<file path="config.mk">
export PLATFORM = sky130hd
export DESIGN_NAME = mesh_term_rx
export DESIGN_NICKNAME = d
export VERILOG_FILES = /design/src/rtl/mesh_term_rx.sv
export SDC_FILE = /design/constraint.sdc
export NUM_CORES = 1
export LEC_CHECK = 0
export ABC_AREA = 1
export BUFFER_PORTS_ARGS = -buffer_cell sky130_fd_sc_hd__clkbuf_2
export CORE_UTILIZATION = 40
export CTS_BUF_LIST = sky130_fd_sc_hd__clkbuf_8
export CTS_CLUSTER_DIAMETER = 150
export DETAILED_ROUTE_END_ITERATION = 16
export HOLD_SLACK_MARGIN = 0.1
export PLACE_DENSITY = 0.6
export SETUP_SLACK_MARGIN = 0.1
export SYNTH_ARGS = -nofsm -noshare
export SYNTH_HDL_FRONTEND = slang
export SYNTH_SLANG_ARGS = --single-unit
</file>
<file path="constraint.sdc">
create_clock -name clk -period 5.1 [get_ports clk]
set_input_delay 1.02 -clock clk [delete_from_list [all_inputs] [get_ports clk]]
set_output_delay 1.02 -clock clk [all_outputs]
set_load 0.005 [all_outputs]
</file>
<file path="src/rtl/mesh_term_rx.sv">
// mesh_term_rx: mesh edge terminal; pops packets, keeps those addressed here (or broadcast) in a local FIFO,
// drops and counts the rest.
module mesh_term_rx #(
    parameter int pckg_sz    = 40,
    parameter int fifo_depth = 4,
    parameter int ROWS       = 4,
    parameter int COLUMS     = 4,
    parameter int self_row   = 0,
    parameter int self_col   = 1
) (
    input  logic               clk,
    input  logic               reset,
    input  logic               pndng,
    input  logic [pckg_sz-1:0] data_out,
    output logic               pop,
    output logic               rx_valid,
    input  logic               rx_ready,
    output logic [pckg_sz-1:0] rx_pkt,
    output logic               rx_bcast,
    output logic               fifo_full,
    output logic               misroute_err,
    output logic [15:0]        pkt_cnt,
    output logic [15:0]        err_cnt
);
    localparam int AW = $clog2(fifo_depth);
    localparam int CW = AW + 1;
    localparam logic [3:0] ROW_ID = 4'(self_row);
    localparam logic [3:0] COL_ID = 4'(self_col);

    if (self_row > ROWS + 1 || self_col > COLUMS + 1) begin : g_bad_pos
        $error("mesh_term_rx: terminal position outside the mesh edge ring");
    end

    typedef enum logic {IDLE, CHECK} state_t;

    state_t             state_q, state_d;
    logic [pckg_sz-1:0] cap_q, cap_d;
    logic [pckg_sz:0]   mem_q [fifo_depth];
    logic [pckg_sz:0]   mem_d [fifo_depth];
    logic [AW-1:0]      wr_q, wr_d, rd_q, rd_d;
    logic [CW-1:0]      cnt_q, cnt_d;
    logic               full_q, full_d;
    logic [15:0]        pkt_q, pkt_d, err_q, err_d;
    logic [3:0]         id_row, id_col;
    logic               bcast, accept, push, rd;

    assign id_row = cap_q[pckg_sz-9 -: 4];
    assign id_col = cap_q[pckg_sz-13 -: 4];
    assign bcast  = id_row == 4'hF && id_col == 4'hF;
    assign accept = bcast || (id_row == ROW_ID && id_col == COL_ID);

    // The IDLE gate on count reserves the FIFO slot, so a CHECK push never meets a full FIFO.
    always_comb begin
        pop          = !reset && state_q == IDLE && pndng && cnt_q < CW'(fifo_depth);
        push         = !reset && state_q == CHECK && accept;
        misroute_err = !reset && state_q == CHECK && !accept;
        rx_valid     = cnt_q != '0;
        rd           = rx_valid && rx_ready;
        rx_pkt       = rx_valid ? mem_q[rd_q][pckg_sz:1] : '0;
        rx_bcast     = rx_valid && mem_q[rd_q][0];
        state_d      = pop ? CHECK : IDLE;
        cap_d        = pop ? data_out : cap_q;
        mem_d        = mem_q;
        if (push) mem_d[wr_q] = {cap_q, bcast};
        wr_d         = push ? wr_q + AW'(1) : wr_q;
        rd_d         = rd ? rd_q + AW'(1) : rd_q;
        cnt_d        = cnt_q + CW'(push) - CW'(rd);
        full_d       = cnt_d == CW'(fifo_depth);
        pkt_d        = (push && pkt_q != 16'hFFFF) ? pkt_q + 16'd1 : pkt_q;
        err_d        = (misroute_err && err_q != 16'hFFFF) ? err_q + 16'd1 : err_q;
        fifo_full    = full_q;
        pkt_cnt      = pkt_q;
        err_cnt      = err_q;
    end

    always_ff @(posedge clk) begin
        mem_q <= mem_d;
        if (reset) begin
            state_q <= IDLE;
            cap_q   <= '0;
            wr_q    <= '0;
            rd_q    <= '0;
            cnt_q   <= '0;
            full_q  <= 1'b0;
            pkt_q   <= '0;
            err_q   <= '0;
        end else begin
            state_q <= state_d;
            cap_q   <= cap_d;
            wr_q    <= wr_d;
            rd_q    <= rd_d;
            cnt_q   <= cnt_d;
            full_q  <= full_d;
            pkt_q   <= pkt_d;
            err_q   <= err_d;
        end
    end
endmodule

</file>
# --- Yosys cells after proc, flatten, opt, wreduce, memory -nomap -nowiden ---
# Index checks and enable logic that the tools add are counted.
classes:
  n_reduce_logical: 18
  shifts: 0
  n_lt_le_gt_ge: 4
  n_mux: 8
  mul: 0
  div_mod_pow: 0
  addsub: 6
  eq_ne: 6
  bitwise: 3
ops:
  columns: ["op", "count"]
  rows:
  - ["164-bit bitwise mux", 1]
  - ["41-bit 2-to-1 mux", 3]
  - ["41-bit binary-select mux with 2-bit select", 1]
  - ["41-bit demux with 2-bit select", 1]
  - ["40-bit 2-to-1 mux", 1]
  - ["16-bit by 1-bit adder with 16-bit output, second input constant", 2]
  - ["16-bit inequality test, second input constant", 2]
  - ["1-bit logical AND", 13]
  - ["4-bit == test, second input constant", 2]
  - ["3-bit greater-or-equal comparator, second input constant", 2]
  - ["2-bit inverter with 3-bit output", 2]
  - ["2-bit by 1-bit adder with 2-bit output, second input constant", 2]
  - ["4-bit by 1-bit == test with 1-bit output, second input constant", 1]
  - ["4-bit logical NOT", 1]
  - ["3-bit by 1-bit adder with 3-bit output", 1]
  - ["3-bit == test, second input constant", 1]
  - ["3-bit by 1-bit < comparator with 1-bit output, second input constant", 1]
  - ["3-bit < comparator, second input constant", 1]
  - ["3-bit nonzero test", 1]
  - ["3-bit by 1-bit subtractor with 3-bit output", 1]
  - ["1-bit logical NOT", 2]
  - ["1-bit logical OR", 1]
  - ["1-bit 2-to-1 mux", 1]
  - ["1-bit inverter", 1]
word_totals:
  mem_bits_ro: 0
  word_cells: 57
  ramBits: 0
  ff_bits: 245
  input_bits: 44
  latch_bits: 0
  n_memories: 0

# --- Depth between registers and ports, before layout ---
depth:
  depth_word: 7
  mapped_depth: 13

# --- Worst setup path before layout ---
# Ideal clock, no wire load.
synth_timing:
  path_type: "input-to-reg"
  start: "input port reset"
  end: "register mem_q[0] in the netlist's numbering, enable pin"
  path_slack_ns: 1.602
  stages: 3
  setup_ns: 0.439
  arrival_time_ns: 3.058
  path_buffers: 0
  path_cell_list: "nor2_4 nand2_2 nor2_1"
synth_between:
  elab_chain_cells: 3
synth_rtl:
  columns: ["item", "line_no", "rtl"]
  rows:
  - ["from (decl)", "12", "input logic reset,"]
  - ["1-bit logical NOT", "55", "push = !reset && state_q == CHECK && accept;"]
  - ["1-bit logical AND (2 in a row)", "55", null]
  - ["to (signal assigned)", "77", "mem_q <= mem_d;"]
  - ["to (decl)", "38", "logic [pckg_sz:0] mem_q [fifo_depth];"]
# Every way passes these cells.
# A chain may end at the register's enable or synchronous reset.

# --- Worst setup path after layout ---
layout_timing:
  start: "register rd_q[0]"
  end: "output port rx_pkt[38]"
layout_between:
  elab_chain_cells: 5
layout_rtl:
  columns: ["item", "line_no", "rtl"]
  rows:
  - ["from (decl)", "40", "logic [AW-1:0] wr_q, wr_d, rd_q, rd_d;"]
  - ["from (signal assigned)", "91", "rd_q <= rd_d;"]
  - ["2-bit inverter with 3-bit output (implied by the code)", "59", "rx_pkt = rx_valid ? mem_q[rd_q][pckg_sz:1] : '0;"]
  - ["41-bit binary-select mux with 2-bit select", "59", null]
  - ["41-bit 2-to-1 mux (2 in a row)", null, null]
  - ["40-bit 2-to-1 mux", "59", null]
  - ["to (decl)", "18", "output logic [pckg_sz-1:0] rx_pkt,"]
# Every way passes these cells. The select of a mux whose other input is x is not followed.

==> run metrics <==
status finished, final reports clean; maximum VDD drop 0.1825 mV; initial antenna violation count 0; Mapped Cells 1,078; P_leak 4.768 nW; Rel. slew slack 0.3582; Max-Cap Viols 0; fin crit share 0.6726; Clock power frac 0.327; Area contributors post-synth edfxtp_1 (48%), dfxtp_1 (16%), nor2_1 (8.9%); reg2reg start cnt_q[2]$_SDFF_PP0_; final-report hold violation count 0; via count 7,465; Bufs and invs on worst path 2; Util after Layout 0.4753; Worst-Skew Late Latency 0.54 ns; Seq/Total Area, Yosys 0.6345; area of the core 25,250 um^2; final WL 23,130 um; synthesis-stage register bit count 245; clk root buf clkbuf_8; CP Launch Type flip-flop; CTS resizes 0; CTS Hold Bufs 0; row count 58; WP depth 6; TNS Setup 0 ns; Worst Path Required 4.08 ns; Final #Nets 1,256; commonest cells after routing, fill and taps aside nor2_1 (242), nand2_1 (205), edfxtp_1 (164), o21ai_0 (124), clkbuf_2 (120); Top delay family on crit path buffers and inverters; GRT Total Usage 0.1791; clk slew on worst S/H paths 0.06 ns; crit path max fanout 85; crit-path cells buf_4 -> nor2_1 -> nor2_1 -> o21ai_0 -> a21oi_1 -> clkbuf_2; RSZ-0062 raised after global routing no; post-synthesis cell type count 32; Fmax 0.2915 GHz; Detail Route Antenna Nets 0; Seq pwr share 0.461; Post-Syn Nets 1,131; DP Wirelength 13,630 um; Mapped Area 10,320 um^2; commonest non-fill, non-tap cell in the layout nor2_1; global placement routability congestion 0.7797; die area 26,440 um^2; cts bufs inserted 42; Worst Setup EP rx_pkt[38]; first-pass GRT wire length 37,150 um; Crit Path Category reg2out; # fillers 2,439; Reg2Reg Capture Point fifo_full$_SDFF_PP0_; Period minus WS final 3.430 ns; master of the slowest instance on the critical path buf_4; Hold WC Path Type reg2reg; Max stage delay on crit path 0.68 ns; Routed wire per std cell 14.79 um; Int Pwr 3.484 mW; Layout area overhead 16.34%; port bufs 120; Logic pwr share 0.211; reg2reg setup slack 2.21 ns; switch share 0.3081; number of diodes 0; vias per cell 4.773; endpoints failing setup 0; I/O Pins 121; worst-case reg-to-reg path depth 10; largest area contributor in the netlist edfxtp_1; CTS tree done; slew at the pin with the worst max-slew slack 0.9627 ns; Crit path top cell by count nor2_1; Worst EP arrival 2.41 ns; number of global-route vias before repair 7,087; largest net degree at the start of global routing 86; worst setup path startpoint rd_q[0]$_SDFFE_PP0P_; Sw Pwr 1.552 mW; DRT Pass-1 Iters 5; Reg area 6551 um^2; Clock Tree Buf Depth 3; Die Span Y 162.6 um; Final Skew 0.01753 ns; grt total ovfl 0; Die Width 162.6 um; # DRC 0; clk sink count 245; max-slew violation total from the final report 0; htree depth 2; Pwr Density 419.5 nW/um^2; multi-input logic area 3294 um^2; syn avg cell area 9.571 um^2; initial core utilization 0.4085; Synth top area share 0.4773; # Post-CTS Setup Buffers 0; layout cells sized above 1 0.1856; synth warn 0; critical path endpoint category output pin; Hold Crit Start cnt_q[2]$_SDFF_PP0_; 1st-iter DRT viols 350
==> cells in the mapped netlist <==
cell,n
nand3_1,14
o21ai_0,124
inv_2,3
fa_1,1
ha_1,8
nor2_4,5
nand2_2,5
o31ai_1,7
edfxtp_1,164
buf_12,1
o21ai_1,1
dfxtp_1,81
nand3_2,1
buf_6,3
nor2_1,246
nand4_1,10
clkinv_1,2
o21bai_1,1
nand2_1,205
or2_1,1
nand3b_1,1
nand3_4,1
xor2_1,13
buf_1,1
inv_1,66
xnor2_1,2
buf_2,16
a21oi_1,45
clkbuf_1,30
nor3_1,2
nand2_4,3
nor2_2,15
==> per-layer routing <==
metal / vias to the layer above / wire, um / track usage
met5: - / 0 / 0
met4: 0 / 384 / 0.05650
met3: 33 / 1219 / 0.03463
met2: 187 / 10880 / 0.2960
met1: 3436 / 10640 / 0.2372
li1: 3809 / - / -
==> state kept, by name, summed over array words and instances (netlist names) <==
signal	flops
fifo_full	1
mem_q	164
rd_q	2
wr_q	2
pkt_cnt	16
state_q	1
err_cnt	16
cap_q	40
cnt_q	3
==> logic make-up after synthesis <==
kind of cell / count (synthesis) / synth area share
and+or+nand+nor: 509 / 0.2028
DFF: 245 / 0.6345
AOI/OAI and AO/OA: 178 / 0.08829
xor gates and xnor gates: 15 / 0.01273
buffers and inverters: 122 / 0.05009
adders and majority gates: 9 / 0.01164
==> worst min-delay path by stage <==
stage	to	depth (start not counted)	slack, ns
6_report	state_q$_SDFF_PP0_	1	0.48
5_1_grt	mem_q[62]$_DFFE_PP_	0	0.52
4_1_cts	state_q$_SDFF_PP0_	1	0.49
3_5_place_dp	state_q$_SDFF_PP0_	1	0.47
3_3_place_gp	state_q$_SDFF_PP0_	1	0.48
2_1_floorplan	state_q$_SDFF_PP0_	1	0.43
==> metrics by stage <==
step                      instance area (um^2)  instances  worst slack (ns)  power (mW)  hold WS, ns
final                                    12000       1564             1.670       5.036       0.4839
after global routing                     12000       1564             1.455       5.322       0.5167
after CTS                                12000       1564             1.636       5.101       0.4903
after detailed placement                 11220       1489             1.833       3.444       0.4745
after global placement                   11220       1489             1.905       3.436       0.4762
after floorplan                          10320       1078             1.602       2.973       0.4316
==> layout make-up <==
cell class | instances | share of cell area
well taps | 330 | 0.03440
clock buffers | 46 | 0.05275
flip-flops and latches | 245 | 0.5458
repair buffers | 132 | 0.05754
inverters | 71 | 0.02220
multi-input cells | 711 | 0.2745
clock inverters | 29 | 0.01282
==> power groups by stage <==
| stage | clock network [mW] | logic, mW | registers, mW |
|---|---|---|---|
| finish | 1.65 | 1.06 | 2.32 |
| global route | 1.78 | 1.20 | 2.34 |
| detailed placement | 0 | 1.08 | 2.36 |
| floorplan | 0 | 0.644 | 2.33 |
| global placement | 0 | 1.07 | 2.36 |
| CTS | 1.69 | 1.08 | 2.32 |
==> worst register-to-register path, cell delays in order (launching register included) <==
cell and delay (ns):
dfxtp_1 0.35, or2_1 0.27, nor2_4 0.60, nor2_1 0.25
ha_1 0.34, inv_1 0.04, ha_1 0.18, fa_1 0.38
xor2_1 0.17, nand2_1 0.09, nor3_1 0.16
No activity file was read; power rests on OpenSTA's default activity.
